File: src/rtl/dmem_arb_pkg.sv
// Shared types and defaults for the data-RAM port arbiter.
// State encoding, default bus widths and the wait-counter width.
package dmem_arb_pkg;

    localparam int ADDR_W_DEF = 6;
    localparam int DATA_W_DEF = 32;
    localparam int WAIT_W     = 4;

    typedef enum logic {
        ARB_CPU   = 1'b0,
        ARB_FORCE = 1'b1
    } arb_state_e;

endpackage

File: src/rtl/arb_sat_counter.sv
// Up-counter with synchronous clear and saturation at all-ones.
// Used for the debug wait count and the optional performance counters.
module arb_sat_counter #(
    parameter int W = 4
) (
    input  logic         clk,
    input  logic         reset,
    input  logic         en_i,
    input  logic         clr_i,
    output logic [W-1:0] cnt_o
);

    logic [W-1:0] cnt_q;

    always_ff @(posedge clk or posedge reset) begin
        if (reset) begin
            cnt_q <= '0;
        end else if (clr_i) begin
            cnt_q <= '0;
        end else if (en_i && (cnt_q != '1)) begin
            cnt_q <= cnt_q + W'(1);
        end
    end

    assign cnt_o = cnt_q;

endmodule

File: src/rtl/dmem_port_arbiter.sv
// Shares the single-port data RAM between the MEM stage (priority) and a debug port.
// Optional performance counters are built when DMEM_ARB_PERF_EN is defined.
module dmem_port_arbiter
    import dmem_arb_pkg::*;
#(
    parameter int ADDR_W   = ADDR_W_DEF,
    parameter int DATA_W   = DATA_W_DEF,
    parameter int MAX_WAIT = 4,
    parameter int CNT_W    = 16
) (
    input  logic              clk,
    input  logic              reset,
    input  logic              cpu_rd,
    input  logic              cpu_wr,
    input  logic [ADDR_W-1:0] cpu_addr,
    input  logic [DATA_W-1:0] cpu_wdata,
    output logic [DATA_W-1:0] cpu_rdata,
    output logic              cpu_stall,
    input  logic              dbg_req,
    input  logic              dbg_we,
    input  logic [ADDR_W-1:0] dbg_addr,
    input  logic [DATA_W-1:0] dbg_wdata,
    output logic              dbg_ack,
    output logic              dbg_rvalid,
    output logic [DATA_W-1:0] dbg_rdata,
    output logic [ADDR_W-1:0] mem_addr,
    output logic [DATA_W-1:0] mem_din,
    output logic              mem_we,
    input  logic [DATA_W-1:0] mem_dout,
    output logic [CNT_W-1:0]  perf_stall,
    output logic [CNT_W-1:0]  perf_dbg
);

    localparam logic [WAIT_W-1:0] LAST_WAIT = WAIT_W'(MAX_WAIT - 1);

    arb_state_e        state_q, state_d;
    logic [WAIT_W-1:0] wait_cnt_q;
    logic              dbg_rvalid_q;
    logic [DATA_W-1:0] rdata_hold_q;

    logic cpu_act, dbg_sel, stall_raw, cnt_inc, cnt_clr;

    always_comb begin
        cpu_act   = cpu_rd | cpu_wr;
        dbg_sel   = 1'b0;
        stall_raw = 1'b0;
        cnt_inc   = 1'b0;
        state_d   = state_q;
        case (state_q)
            ARB_CPU: begin
                dbg_sel = dbg_req & ~cpu_act;
                cnt_inc = dbg_req & cpu_act;
                // Force on the denial that brings the count up to MAX_WAIT.
                if (cnt_inc && (wait_cnt_q == LAST_WAIT)) begin
                    state_d = ARB_FORCE;
                end
            end
            ARB_FORCE: begin
                dbg_sel   = dbg_req;
                stall_raw = cpu_act;
                state_d   = ARB_CPU;
            end
        endcase
        cnt_clr = ~cnt_inc;
    end

    // A stalled CPU store never reaches the RAM; it is replayed next cycle.
    always_comb begin
        if (dbg_sel) begin
            mem_addr = dbg_addr;
            mem_din  = dbg_wdata;
            mem_we   = dbg_we & ~reset;
        end else begin
            mem_addr = cpu_addr;
            mem_din  = cpu_wdata;
            mem_we   = cpu_wr & (state_q == ARB_CPU) & ~reset;
        end
    end

    assign dbg_ack   = dbg_sel & ~reset;
    assign cpu_stall = stall_raw & ~reset;

    always_ff @(posedge clk or posedge reset) begin
        if (reset) begin
            state_q      <= ARB_CPU;
            dbg_rvalid_q <= 1'b0;
            rdata_hold_q <= '0;
        end else begin
            state_q      <= state_d;
            dbg_rvalid_q <= dbg_ack & ~dbg_we;
            if (dbg_rvalid_q) begin
                rdata_hold_q <= mem_dout;
            end
        end
    end

    arb_sat_counter #(.W(WAIT_W)) u_wait_cnt (
        .clk   (clk),
        .reset (reset),
        .en_i  (cnt_inc),
        .clr_i (cnt_clr),
        .cnt_o (wait_cnt_q)
    );

    assign dbg_rvalid = dbg_rvalid_q;
    assign dbg_rdata  = dbg_rvalid_q ? mem_dout : rdata_hold_q;
    assign cpu_rdata  = mem_dout;

`ifdef DMEM_ARB_PERF_EN
    arb_sat_counter #(.W(CNT_W)) u_perf_stall (
        .clk   (clk),
        .reset (reset),
        .en_i  (cpu_stall),
        .clr_i (1'b0),
        .cnt_o (perf_stall)
    );

    arb_sat_counter #(.W(CNT_W)) u_perf_dbg (
        .clk   (clk),
        .reset (reset),
        .en_i  (dbg_ack),
        .clr_i (1'b0),
        .cnt_o (perf_dbg)
    );
`else
    assign perf_stall = '0;
    assign perf_dbg   = '0;
`endif

endmodule

File: config.mk
export PLATFORM = sky130hd
export DESIGN_NAME = dmem_port_arbiter
export DESIGN_NICKNAME = d
export VERILOG_FILES = /design/src/rtl/dmem_arb_pkg.sv /design/src/rtl/arb_sat_counter.sv /design/src/rtl/dmem_port_arbiter.sv
export SDC_FILE = /design/constraint.sdc
export NUM_CORES = 1
export LEC_CHECK = 0
export CORE_AREA = 5 5 95 97
export CTS_BUF_LIST = sky130_fd_sc_hd__clkbuf_8 sky130_fd_sc_hd__clkbuf_16
export DETAILED_ROUTE_END_ITERATION = 8
export DIE_AREA = 0 0 100 102
export DONT_BUFFER_PORTS = 1
export SYNTH_ARGS = -nofsm -noshare
export SYNTH_HDL_FRONTEND = slang
export SYNTH_SLANG_ARGS = --single-unit
File: constraint.sdc
create_clock -name clk -period 3.8 [get_ports clk]
set_input_delay 0.76 -clock clk [delete_from_list [all_inputs] [get_ports clk]]
set_output_delay 0.76 -clock clk [all_outputs]
set_load 0.05 [all_outputs]
; Word level (Yosys, flattened, before mapping)
; Index checks and enable logic that the tools add are counted.
[op_classes]
add_sub_neg = 1
eq_ne = 3
muxes = 11
bitwise = 13
n_reduce_logical = 2
[ops]
columns = operator, count
row1 = two-way mux 32 bit, 2
row2 = AND 1 bit, 8
row3 = two-way mux 4 bit, 2
row4 = two-way mux 6 bit, 1
row5 = "adder 4 x 1 -> 4 bit, second input constant", 1
row6 = "== test 4 x 2 -> 1 bit, second input constant", 1
row7 = two-way mux 1 bit, 4
row8 = "inequality test 4 bit, second input constant", 1
row9 = inverter 1 bit, 4
row10 = case mux 1 bit (2 select lines), 2
row11 = logical AND 1 bit, 2
row12 = "inequality test 2 bit, second input constant", 1
row13 = OR 1 bit, 1
[word_totals]
regBits = 38
inputBits = 114
out_inout_bits = 138
elab_cells = 34

; Depth between registers and ports, before layout
; Gate-level depths: netlist of the first run.
[logic_depth]
depth_word = 6
ltp_mapped = 4
mapped_depth_nobuf = 4

; Modules after synthesis
; Synthesis of the first run repeated with hierarchy kept, for this count alone.
[unflattened]
hier_cells = 212
hier_area_um2 = 2651.3
[modules_own_cells]
columns = mod, instances, cells_each, area_per_inst_um2, seq_area_each_um2
row1 = dmem_port_arbiter, 1, 191, 2421.1, 850.8
row2 = arb_sat_counter, 1, 21, 230.2, 100.1

; Worst setup path after synthesis of the first run
; OpenSTA, ideal clock, no wires.
[synth_timing]
kind = input-to-output
startpoint = in reset
endpoint = out mem_we
t_arrival_ns = 2.785
required_ns = 3.040
setup_slack_ns = 0.255
stages = 3
n_path_buf = 0
cell_sequence = inv_1 > nand2_1 > o21ai_0
[synth_via]
elab_chain_cells = 3
elab_cells_between_ends = 4
classes_between = mux (1) / bitwise (3)
[synth_lines]
columns = item, line
row1 = from (decl), dmem_port_arbiter.sv:12  ; input logic reset,
row2 = inverter 1 bit (*), "dmem_port_arbiter.sv:72, dmem_port_arbiter.sv:76"
row3 = "AND 1 bit, on equally long branches", "dmem_port_arbiter.sv:76, dmem_port_arbiter.sv:72"
row4 = two-way mux 1 bit (*), dmem_port_arbiter.sv:69  ; if (dbg_sel) begin
row5 = to (decl), dmem_port_arbiter.sv:28  ; output logic mem_we,
; Mark *: on every way between the ends. The rest lies on a longest branch, timed or not.

; Final worst setup path of the first run
[layout_timing]
startpoint = in cpu_wr
endpoint = out mem_din[20]
[layout_via]
elab_chain_cells = 5
[layout_lines]
columns = item, line
row1 = from (decl), dmem_port_arbiter.sv:14  ; input logic cpu_wr,
row2 = OR 1 bit, dmem_port_arbiter.sv:44  ; cpu_act = cpu_rd | cpu_wr;
row3 = inverter 1 bit, dmem_port_arbiter.sv:51  ; dbg_sel = dbg_req & ~cpu_act;
row4 = AND 1 bit, dmem_port_arbiter.sv:51
row5 = case mux 1 bit (2 select lines), dmem_port_arbiter.sv:49  ; case (state_q)
row6 = two-way mux 32 bit, dmem_port_arbiter.sv:69
row7 = to (decl), dmem_port_arbiter.sv:27  ; output logic [DATA_W-1:0] mem_din,
; No other way between the ends.

==> impl_table.tex, run 1 <==
\begin{tabular}{lr}
\hline
Metric & Value \\
\hline
\multicolumn{2}{l}{\textbf{Worst setup path}} \\
\quad Worst-case register-to-register setup slack & 1.98 ns \\
\quad Worst EP required & 3.04 ns \\
\quad Critical path class & input pin to output port \\
\quad CP startpoint kind & input pin \\
\quad Cell at the slowest stage of the critical path & sky130\_fd\_sc\_hd\_\_buf\_4 \\
\quad Cell chain of the critical path & nor2\_2 > o21ai\_4 > buf\_4 > mux2\_4 \\
\quad CP Capture Type & output port \\
\quad Data arrival time at the worst-slack endpoint & 1.95 ns \\
\quad Max stage delay on crit path & 0.57 ns \\
\quad CP Max Fanout & 40 \\
\quad Delay-heaviest family, CP & buffers and inverters \\
\quad Bufs and invs on worst path & 1 \\
\multicolumn{2}{l}{\textbf{Yosys}} \\
\quad Leading cell type by number of instances after synthesis & sky130\_fd\_sc\_hd\_\_buf\_4 \\
\quad Post-synthesis instance area & 0.002604 mm\^{}2 \\
\quad Count of warnings emitted by yosys & 0 \\
\quad Largest cells by area after synthesis & sky130\_fd\_sc\_hd\_\_dfrtp\_1 (37\%), sky130\_fd\_sc\_hd\_\_mux2\_4 (21\%), sky130\_fd\_sc\_hd\_\_buf\_4 (18\%), sky130\_fd\_sc\_hd\_\_mux2\_2 (13\%), sky130\_fd\_sc\_hd\_\_buf\_6 (1.7\%) \\
\quad Share of the yosys chip area belonging to registers & 36.52\% \\
\quad Post-synth EDFFs & 0 \\
\quad Most instantiated cells after synthesis & sky130\_fd\_sc\_hd\_\_buf\_4 (64), sky130\_fd\_sc\_hd\_\_dfrtp\_1 (38), sky130\_fd\_sc\_hd\_\_mux2\_4 (37) \\
\quad Cell type with the highest aggregate area in the netlist & sky130\_fd\_sc\_hd\_\_dfrtp\_1 \\
\quad Leading register cell type out of synthesis & sky130\_fd\_sc\_hd\_\_dfrtp\_1 \\
\quad Unique masters post-synth & 25 \\
\quad Yosys top cell area share & 36.52\% \\
\quad Synth Instances & 206 \\
\quad Async set-or-reset flop fraction in the synthesized netlist & 100.0\% \\
\quad Post-synthesis sequential element count & 38 \\
\quad Mean instance size in the synthesized netlist & 12.64 um\^{}2 \\
\multicolumn{2}{l}{\textbf{STA}} \\
\quad Count of endpoints failing hold in the final timing report & 0 \\
\quad Final number of max-transition violations & 0 \\
\quad Tcrit/Tclk final & 71.43\% \\
\quad Pin slew with the least headroom to its limit & 0.9430 ns \\
\quad Maximum clock frequency & 368.4 MHz \\
\quad Setup Total Neg Slack & 0 ns \\
\quad RSZ-0062 raised after global routing & false \\
\quad Worst relative slew slack & 37.13\% \\
\quad Total of endpoints with negative setup slack in the final report & 0 \\
\quad Post-Route Skew & 0.005157 ns \\
\quad Post-route worst hold slack & 0.4824 ns \\
\quad Post-route minimum period & 2.714 ns \\
\multicolumn{2}{l}{\textbf{Clocking}} \\
\quad Clock input transition at the sequential cells of the worst setup and hold paths & 0.08 ns \\
\quad \# hold bufs at CTS & 0 \\
\quad Maximum buffer depth of the clock tree & 2 \\
\quad Setup Fix Bufs, Post-CTS & 0 \\
\quad Post-cts gate resize count & 0 \\
\quad Clock tree root driver cell & sky130\_fd\_sc\_hd\_\_clkbuf\_8 \\
\quad Maximum level of the CTS H-tree & 2 \\
\quad Number of clock buffers inserted by TritonCTS & 5 \\
\quad Clock Latency Late Sink & 0.28 ns \\
\quad Clock Sink Count & 38 \\
\quad Clock tree from TritonCTS & done \\
\multicolumn{2}{l}{\textbf{Pwr}} \\
\quad VDD IR-drop max & 0.2659 mV \\
\quad P per Cell Area & 659.5 mW/mm\^{}2 \\
\quad Cell leakage power & 0.001201 uW \\
\multicolumn{2}{l}{\textbf{GRT}} \\
\quad Layer carrying the most global-route usage & met2 \\
\quad Met3 routing resource usage after global routing & 5.461\% \\
\quad Total global routing track utilization & 11.24\% \\
\quad Initial antenna violation count & 0 \\
\quad Sum of overflow across all layers after global routing & 0 \\
\quad Pin count of the biggest net entering global routing & 41 \\
\quad Met2 usage & 20.52\% \\
\quad Via count of the first global-routing pass & 1405 \\
\quad Global-route track usage on met1 & 11.34\% \\
\quad Global-route wire length before repair & 8.493 mm \\
\multicolumn{2}{l}{\textbf{Drt}} \\
\quad Vias & 1310 \\
\quad Via count normalized by instance count & 4.645 \\
\quad Detailed router's first-iteration violation count & 29 \\
\quad DR WL/cell & 23.08 um \\
\quad DRT Wirelength & 6.508 mm \\
\quad Number of nets still failing antenna checks after routing & 0 \\
\quad Post-route DRC & 0 \\
\quad Detailed-router iteration count before antenna repair & 4 \\
\multicolumn{2}{l}{\textbf{Floorplanning}} \\
\quad Row cnt & 33 \\
\quad Floorplan die area & 0.01020 mm\^{}2 \\
\quad Initial Util & 32.34\% \\
\quad Chip Height & 102 um \\
\quad Number of top-level pins & 252 \\
\quad Core area & 0.008051 mm\^{}2 \\
\quad Width of the chip & 100 um \\
\multicolumn{2}{l}{\textbf{Layout}} \\
\quad Total Nets Final & 291 \\
\quad Number of inserted diodes & 0 \\
\quad Filler Cell Count & 791 \\
\quad Fin cells & 282 \\
\quad Fraction of layout instances using a drive strength above 1 & 48.59\% \\
\quad Area growth, synth to finish & -4.709\% \\
\multicolumn{2}{l}{\textbf{Place}} \\
\quad Final HPWL DP & 5.464 mm \\
\quad \# port buffers & 0 \\
\quad \# placed instances & 274 \\
\quad Final estimated routing congestion in global placement & 0.7715 \\
\multicolumn{2}{l}{\textbf{Worst hold path}} \\
\quad Classification of the worst-slack hold path & input pin to asynchronous set/reset pin \\
\multicolumn{2}{l}{\textbf{Run}} \\
\quad Maximum capacitance violations & 0 \\
\multicolumn{2}{l}{\textbf{Status}} \\
\quad Status & complete, no violations \\
\hline
\end{tabular}
[cell usage in the layout, fill, tap and decap left out]
master,instances
sky130_fd_sc_hd__nand2_1,2
sky130_fd_sc_hd__nor4b_4,1
sky130_fd_sc_hd__o21ai_1,1
sky130_fd_sc_hd__clkinv_4,1
sky130_fd_sc_hd__nor3b_1,1
sky130_fd_sc_hd__nor2_1,5
sky130_fd_sc_hd__ha_1,1
sky130_fd_sc_hd__or3b_4,1
sky130_fd_sc_hd__a31oi_1,1
sky130_fd_sc_hd__nor3b_2,1
sky130_fd_sc_hd__dfrtp_1,37
sky130_fd_sc_hd__nor2_2,1
sky130_fd_sc_hd__clkbuf_8,5
sky130_fd_sc_hd__dfrtp_2,1
sky130_fd_sc_hd__buf_4,4
sky130_fd_sc_hd__o21ai_4,1
sky130_fd_sc_hd__mux2_4,37
sky130_fd_sc_hd__nand3b_1,1
sky130_fd_sc_hd__xnor2_1,1
sky130_fd_sc_hd__inv_1,1
sky130_fd_sc_hd__conb_1,32
sky130_fd_sc_hd__mux2_2,31
sky130_fd_sc_hd__nand3_1,2
sky130_fd_sc_hd__mux2_1,2
sky130_fd_sc_hd__nor3_1,2
sky130_fd_sc_hd__o21ai_0,1
sky130_fd_sc_hd__mux2i_1,1
sky130_fd_sc_hd__bufinv_16,2
[per-stage QoR]
| step | total power (uW) | utilization (%) | setup slack (ns) | instance area, um^2 |
|---|---|---|---|---|
| 2_1_floorplan | 1307 | - | 0.2554 | 2720 |
| 3_3_place_gp | 1227 | 29.11 | 1.109 | 2344 |
| 3_5_place_dp | 1234 | 29.11 | 1.087 | 2344 |
| 4_1_cts | 1661 | 30.82 | 1.074 | 2481 |
| 5_1_grt | 1710 | 30.82 | 1.037 | 2481 |
| 6_report | 1636 | 30.82 | 1.086 | 2481 |
[registers in the layout (all words and copies together), names as in the netlist]
register	cells
rdata_hold_q	32
u_wait_cnt.cnt_o	4
dbg_rvalid	1
state_q	1
[power by group]
group,switching (uW),internal [uW]
Combinational,580,126
Sequential,25.7,489
Clock,153,263
Total,758,878
[path summary, 6_finish.rpt]
check | end | cells past startpoint | startpoint
hold reg to reg | state_q$_DFF_PP0_ | 1 | u_wait_cnt.cnt_o[3]$_DFFE_PP0P_
min in group clk | dbg_rvalid$_DFF_PP0_ | 1 | dbg_we
hold / removal | state_q$_DFF_PP0_ | 2 | reset
setup reg to reg | rdata_hold_q[5]$_DFF_PP0_ | 1 | dbg_rvalid$_DFF_PP0_
max in group asynchronous | rdata_hold_q[4]$_DFF_PP0_ | 2 | reset
setup / recovery | mem_din[20] | 4 | cpu_wr
[kinds of logic after synthesis]
kind of cell	after synthesis	share of synthesized area, %
other	1	0.1440
xor gates and xnor gates	1	0.3364
DFF	38	36.52
AOI/OAI and AO/OA	4	1.250
buffers and inverters	73	21.05
adders and majority gates	1	0.4805
muxes	71	35.99
and+or+nand+nor	17	4.229
[final cells by class]
type | instances | area, um^2 | area share, %
Inverter | 1 | 3.754 | 0.1513
Clock inverter | 3 | 68.82 | 2.774
Multi-Input combinational cell | 126 | 1226 | 49.42
Tap cell | 105 | 131.4 | 5.295
Timing Repair Buffer | 4 | 30.03 | 1.210
Clock buffer | 5 | 68.82 | 2.774
Sequential cell | 38 | 952.2 | 38.38
[routing by layer]
metal,wire length [um],part of all wire (%)
met1,1930,30
met2,3476,53
met3,1029,16
met4,72,1.1
met5,0,0
Note: power is estimated with default switching activity, not from simulation.
==> run 2: changes to the inputs <==
==> constraint.sdc (replaced) <==
create_clock -name clk -period 2.7 [get_ports clk]
set_input_delay 0.54 -clock clk [delete_from_list [all_inputs] [get_ports clk]]
set_output_delay 0.54 -clock clk [all_outputs]
set_load 0.05 [all_outputs]
==> run 2 against run 1 <==
Against the previous run:
- final cell count is 1.1% higher
- combinational power grew 41%
- critical path depth decreased by 1
- global-route usage down 0.79 points
- wire length shrank 6.2%
- worst hold slack got worse by 0.23 ns
- design area rose by 1.1%
- first-iteration DRC count unchanged
- die area stayed put
==> impl_table.tex, run 2 (same netlist as run 1, synthesis figures left out) <==
\begin{tabular}{lr}
\hline
Metric & Value \\
\hline
\multicolumn{2}{l}{\textbf{Clocking}} \\
\quad Setup Fix Bufs, Post-CTS & 0 (unchanged) \\
\quad Maximum level of the CTS H-tree & 2 (unchanged) \\
\quad \# hold bufs at CTS & 0 (unchanged) \\
\quad Clock tree from TritonCTS & done \\
\quad Clock tree root driver cell & sky130\_fd\_sc\_hd\_\_clkbuf\_8 \\
\quad Clock input transition at the sequential cells of the worst setup and hold paths & 0.08 ns (about the same) \\
\quad Clock Sink Count & 38 (unchanged) \\
\quad Clock Latency Late Sink & 0.29 ns (about the same) \\
\quad Number of clock buffers inserted by TritonCTS & 5 (unchanged) \\
\quad Post-cts gate resize count & 0 (unchanged) \\
\quad Maximum buffer depth of the clock tree & 2 (unchanged) \\
\multicolumn{2}{l}{\textbf{Floorplanning}} \\
\quad Number of top-level pins & 252 (unchanged) \\
\quad Floorplan die area & 0.01020 mm\^{}2 (unchanged) \\
\quad Chip Height & 102 um (unchanged) \\
\quad Initial Util & 32.34\% (unchanged) \\
\quad Core area & 0.008051 mm\^{}2 (unchanged) \\
\quad Width of the chip & 100 um (unchanged) \\
\quad Row cnt & 33 (unchanged) \\
\multicolumn{2}{l}{\textbf{Drt}} \\
\quad DRT Wirelength & 6.107 mm (-6.2\%) \\
\quad DR WL/cell & 21.43 um (-7.1\%) \\
\quad Post-route DRC & 0 (unchanged) \\
\quad Vias & 1323 (+0.99\%) \\
\quad Via count normalized by instance count & 4.642 (about the same) \\
\quad Detailed router's first-iteration violation count & 29 (unchanged) \\
\quad Number of nets still failing antenna checks after routing & 0 (unchanged) \\
\quad Detailed-router iteration count before antenna repair & 3 (-1) \\
\multicolumn{2}{l}{\textbf{Place}} \\
\quad \# port buffers & 0 (unchanged) \\
\quad Final estimated routing congestion in global placement & 0.7137 (-7.5\%) \\
\quad Final HPWL DP & 5.069 mm (-7.2\%) \\
\multicolumn{2}{l}{\textbf{Worst setup path}} \\
\quad CP startpoint kind & register \\
\quad CP Max Fanout & 26 (-35\%) \\
\quad Worst EP required & 2.16 ns (-0.88 ns) \\
\quad CP Capture Type & output port \\
\quad Data arrival time at the worst-slack endpoint & 1.81 ns (-0.14 ns) \\
\quad Critical path class & register to output port \\
\multicolumn{2}{l}{\textbf{Pwr}} \\
\quad Net switching component of the power & 1060 uW (+40\%) \\
\quad Comb power frac & 43.3\% (+0.2 points) \\
\quad VDD IR-drop max & 0.4270 mV (+61\%) \\
\quad Final total power & 2296 uW (+40\%) \\
\quad Clock group share of total power & 25.2\% (-0.2 points) \\
\quad Total internal power & 1237 uW (+41\%) \\
\quad Switching portion of total power & 46.14\% (-0.20 points) \\
\quad P per Cell Area & 915.8 mW/mm\^{}2 (+39\%) \\
\quad Cell leakage power & 0.001211 uW (+0.83\%) \\
\quad Power share of the sequential group & 31.5\% (about the same) \\
\multicolumn{2}{l}{\textbf{Layout}} \\
\quad Number of inserted diodes & 0 (unchanged) \\
\quad Commonest non-fill, non-tap cells in the layout & sky130\_fd\_sc\_hd\_\_mux2\_4 (37), sky130\_fd\_sc\_hd\_\_dfrtp\_1 (37), sky130\_fd\_sc\_hd\_\_conb\_1 (32), sky130\_fd\_sc\_hd\_\_mux2\_2 (31), sky130\_fd\_sc\_hd\_\_buf\_4 (7) \\
\quad Flip-flop count of the largest register, all copies and words added & 32 (unchanged) \\
\quad Post-route core utilization & 31.14\% (+0.33 points) \\
\quad Filler Cell Count & 783 (-1.0\%) \\
\quad Fraction of layout instances using a drive strength above 1 & 50.00\% (+1.4 points) \\
\quad Area growth, synth to finish & -3.700\% \\
\quad Largest reg by FF count & rdata\_hold\_q \\
\quad Total Nets Final & 294 (+1.0\%) \\
\multicolumn{2}{l}{\textbf{STA}} \\
\quad Setup Total Neg Slack & 0 ns (unchanged) \\
\quad Final number of max-transition violations & 0 (unchanged) \\
\quad Count of endpoints failing hold in the final timing report & 0 (unchanged) \\
\quad Worst relative slew slack & 48.59\% (+11 points) \\
\quad Post-Route Skew & 0.008210 ns (+0.003053 ns) \\
\quad Maximum clock frequency & 425.0 MHz \\
\quad RSZ-0062 raised after global routing & false \\
\quad Post-route minimum period & 2.353 ns \\
\quad Total of endpoints with negative setup slack in the final report & 0 (unchanged) \\
\quad Tcrit/Tclk final & 87.15\% \\
\quad Pin slew with the least headroom to its limit & 0.7712 ns (-0.1718 ns) \\
\multicolumn{2}{l}{\textbf{GRT}} \\
\quad Total global routing track utilization & 10.45\% (-0.79 points) \\
\quad Pin count of the biggest net entering global routing & 39 (-4.9\%) \\
\quad Via count of the first global-routing pass & 1416 (+0.78\%) \\
\quad Global-route wire length before repair & 8.024 mm (-5.5\%) \\
\quad Initial antenna violation count & 0 (unchanged) \\
\quad Sum of overflow across all layers after global routing & 0 (unchanged) \\
\multicolumn{2}{l}{\textbf{Status}} \\
\quad Status & complete, no violations \\
\multicolumn{2}{l}{\textbf{Worst hold path}} \\
\quad Classification of the worst-slack hold path & input pin to asynchronous set/reset pin \\
\multicolumn{2}{l}{\textbf{Run}} \\
\quad Maximum capacitance violations & 0 (unchanged) \\
\hline
\end{tabular}
## run 2: changes by cell type in the layout (fill, tap and decap cells not counted), sizes merged
| cell | previous run | this run |
|---|---|---|
| buf | 4 | 7 |
| clkinvlp | 0 | 1 |
| inv | 1 | 0 |
## run 2: cell type report
type	count	area, um^2	share of cell area, %
clock buffers	5	68.82	2.745
clock inverters	3	68.82	2.745
inverters	1	7.507	0.2994
multi-input cells	126	1226	48.90
flip-flops and latches	38	952.2	37.97
well taps	105	131.4	5.240
repair buffers	7	52.55	2.096
## run 2: path summary, 6_finish.rpt
check	startpoint	end	slack (ns)	cells after the start
min in group clk	dbg_we	dbg_rvalid$_DFF_PP0_	0.31	1
min reg2reg	u_wait_cnt.cnt_o[3]$_DFFE_PP0P_	state_q$_DFF_PP0_	0.55	1
max reg2reg	dbg_rvalid$_DFF_PP0_	rdata_hold_q[5]$_DFF_PP0_	0.99	1
max in group asynchronous	reset	rdata_hold_q[8]$_DFF_PP0_	2.09	2
max	state_q$_DFF_PP0_	mem_addr[5]	0.35	3
min	reset	dbg_rvalid$_DFF_PP0_	0.25	2
## run 2: power by group through the flow
stage	logic, uW	registers [uW]	clock network (uW)
after floorplan	1120	720	0
after global placement	998	730	0
after detailed placement	1000	737	0
after CTS	1000	727	602
after global routing	1030	741	634
final	995	723	578
## run 2: through the flow
step	cells	hold WS (ns)	setup WS [ns]	instance area [um^2]
after global placement	277	0.5222	0.5585	2370
after floorplan	237	0.5007	0.3715	2724
after detailed placement	277	0.5323	0.5224	2370
final	285	0.2500	0.3471	2507
after global routing	285	0.2777	0.2701	2507
after CTS	285	0.2724	0.3243	2507
## run 2: worst max-delay path, stage by stage (launching register included)
cell	delay [ns]
sky130_fd_sc_hd__dfrtp_1	0.43
sky130_fd_sc_hd__o21ai_4	0.16
sky130_fd_sc_hd__buf_4	0.40
sky130_fd_sc_hd__mux2_2	0.52
## run 2: metal layers
layer,share of wire [%],track usage [%],up-vias
met5,0,0,-
met4,0.80,3.109,0
met3,15,4.642,4
met2,52,18.52,146
met1,32,11.31,624
li1,-,-,549
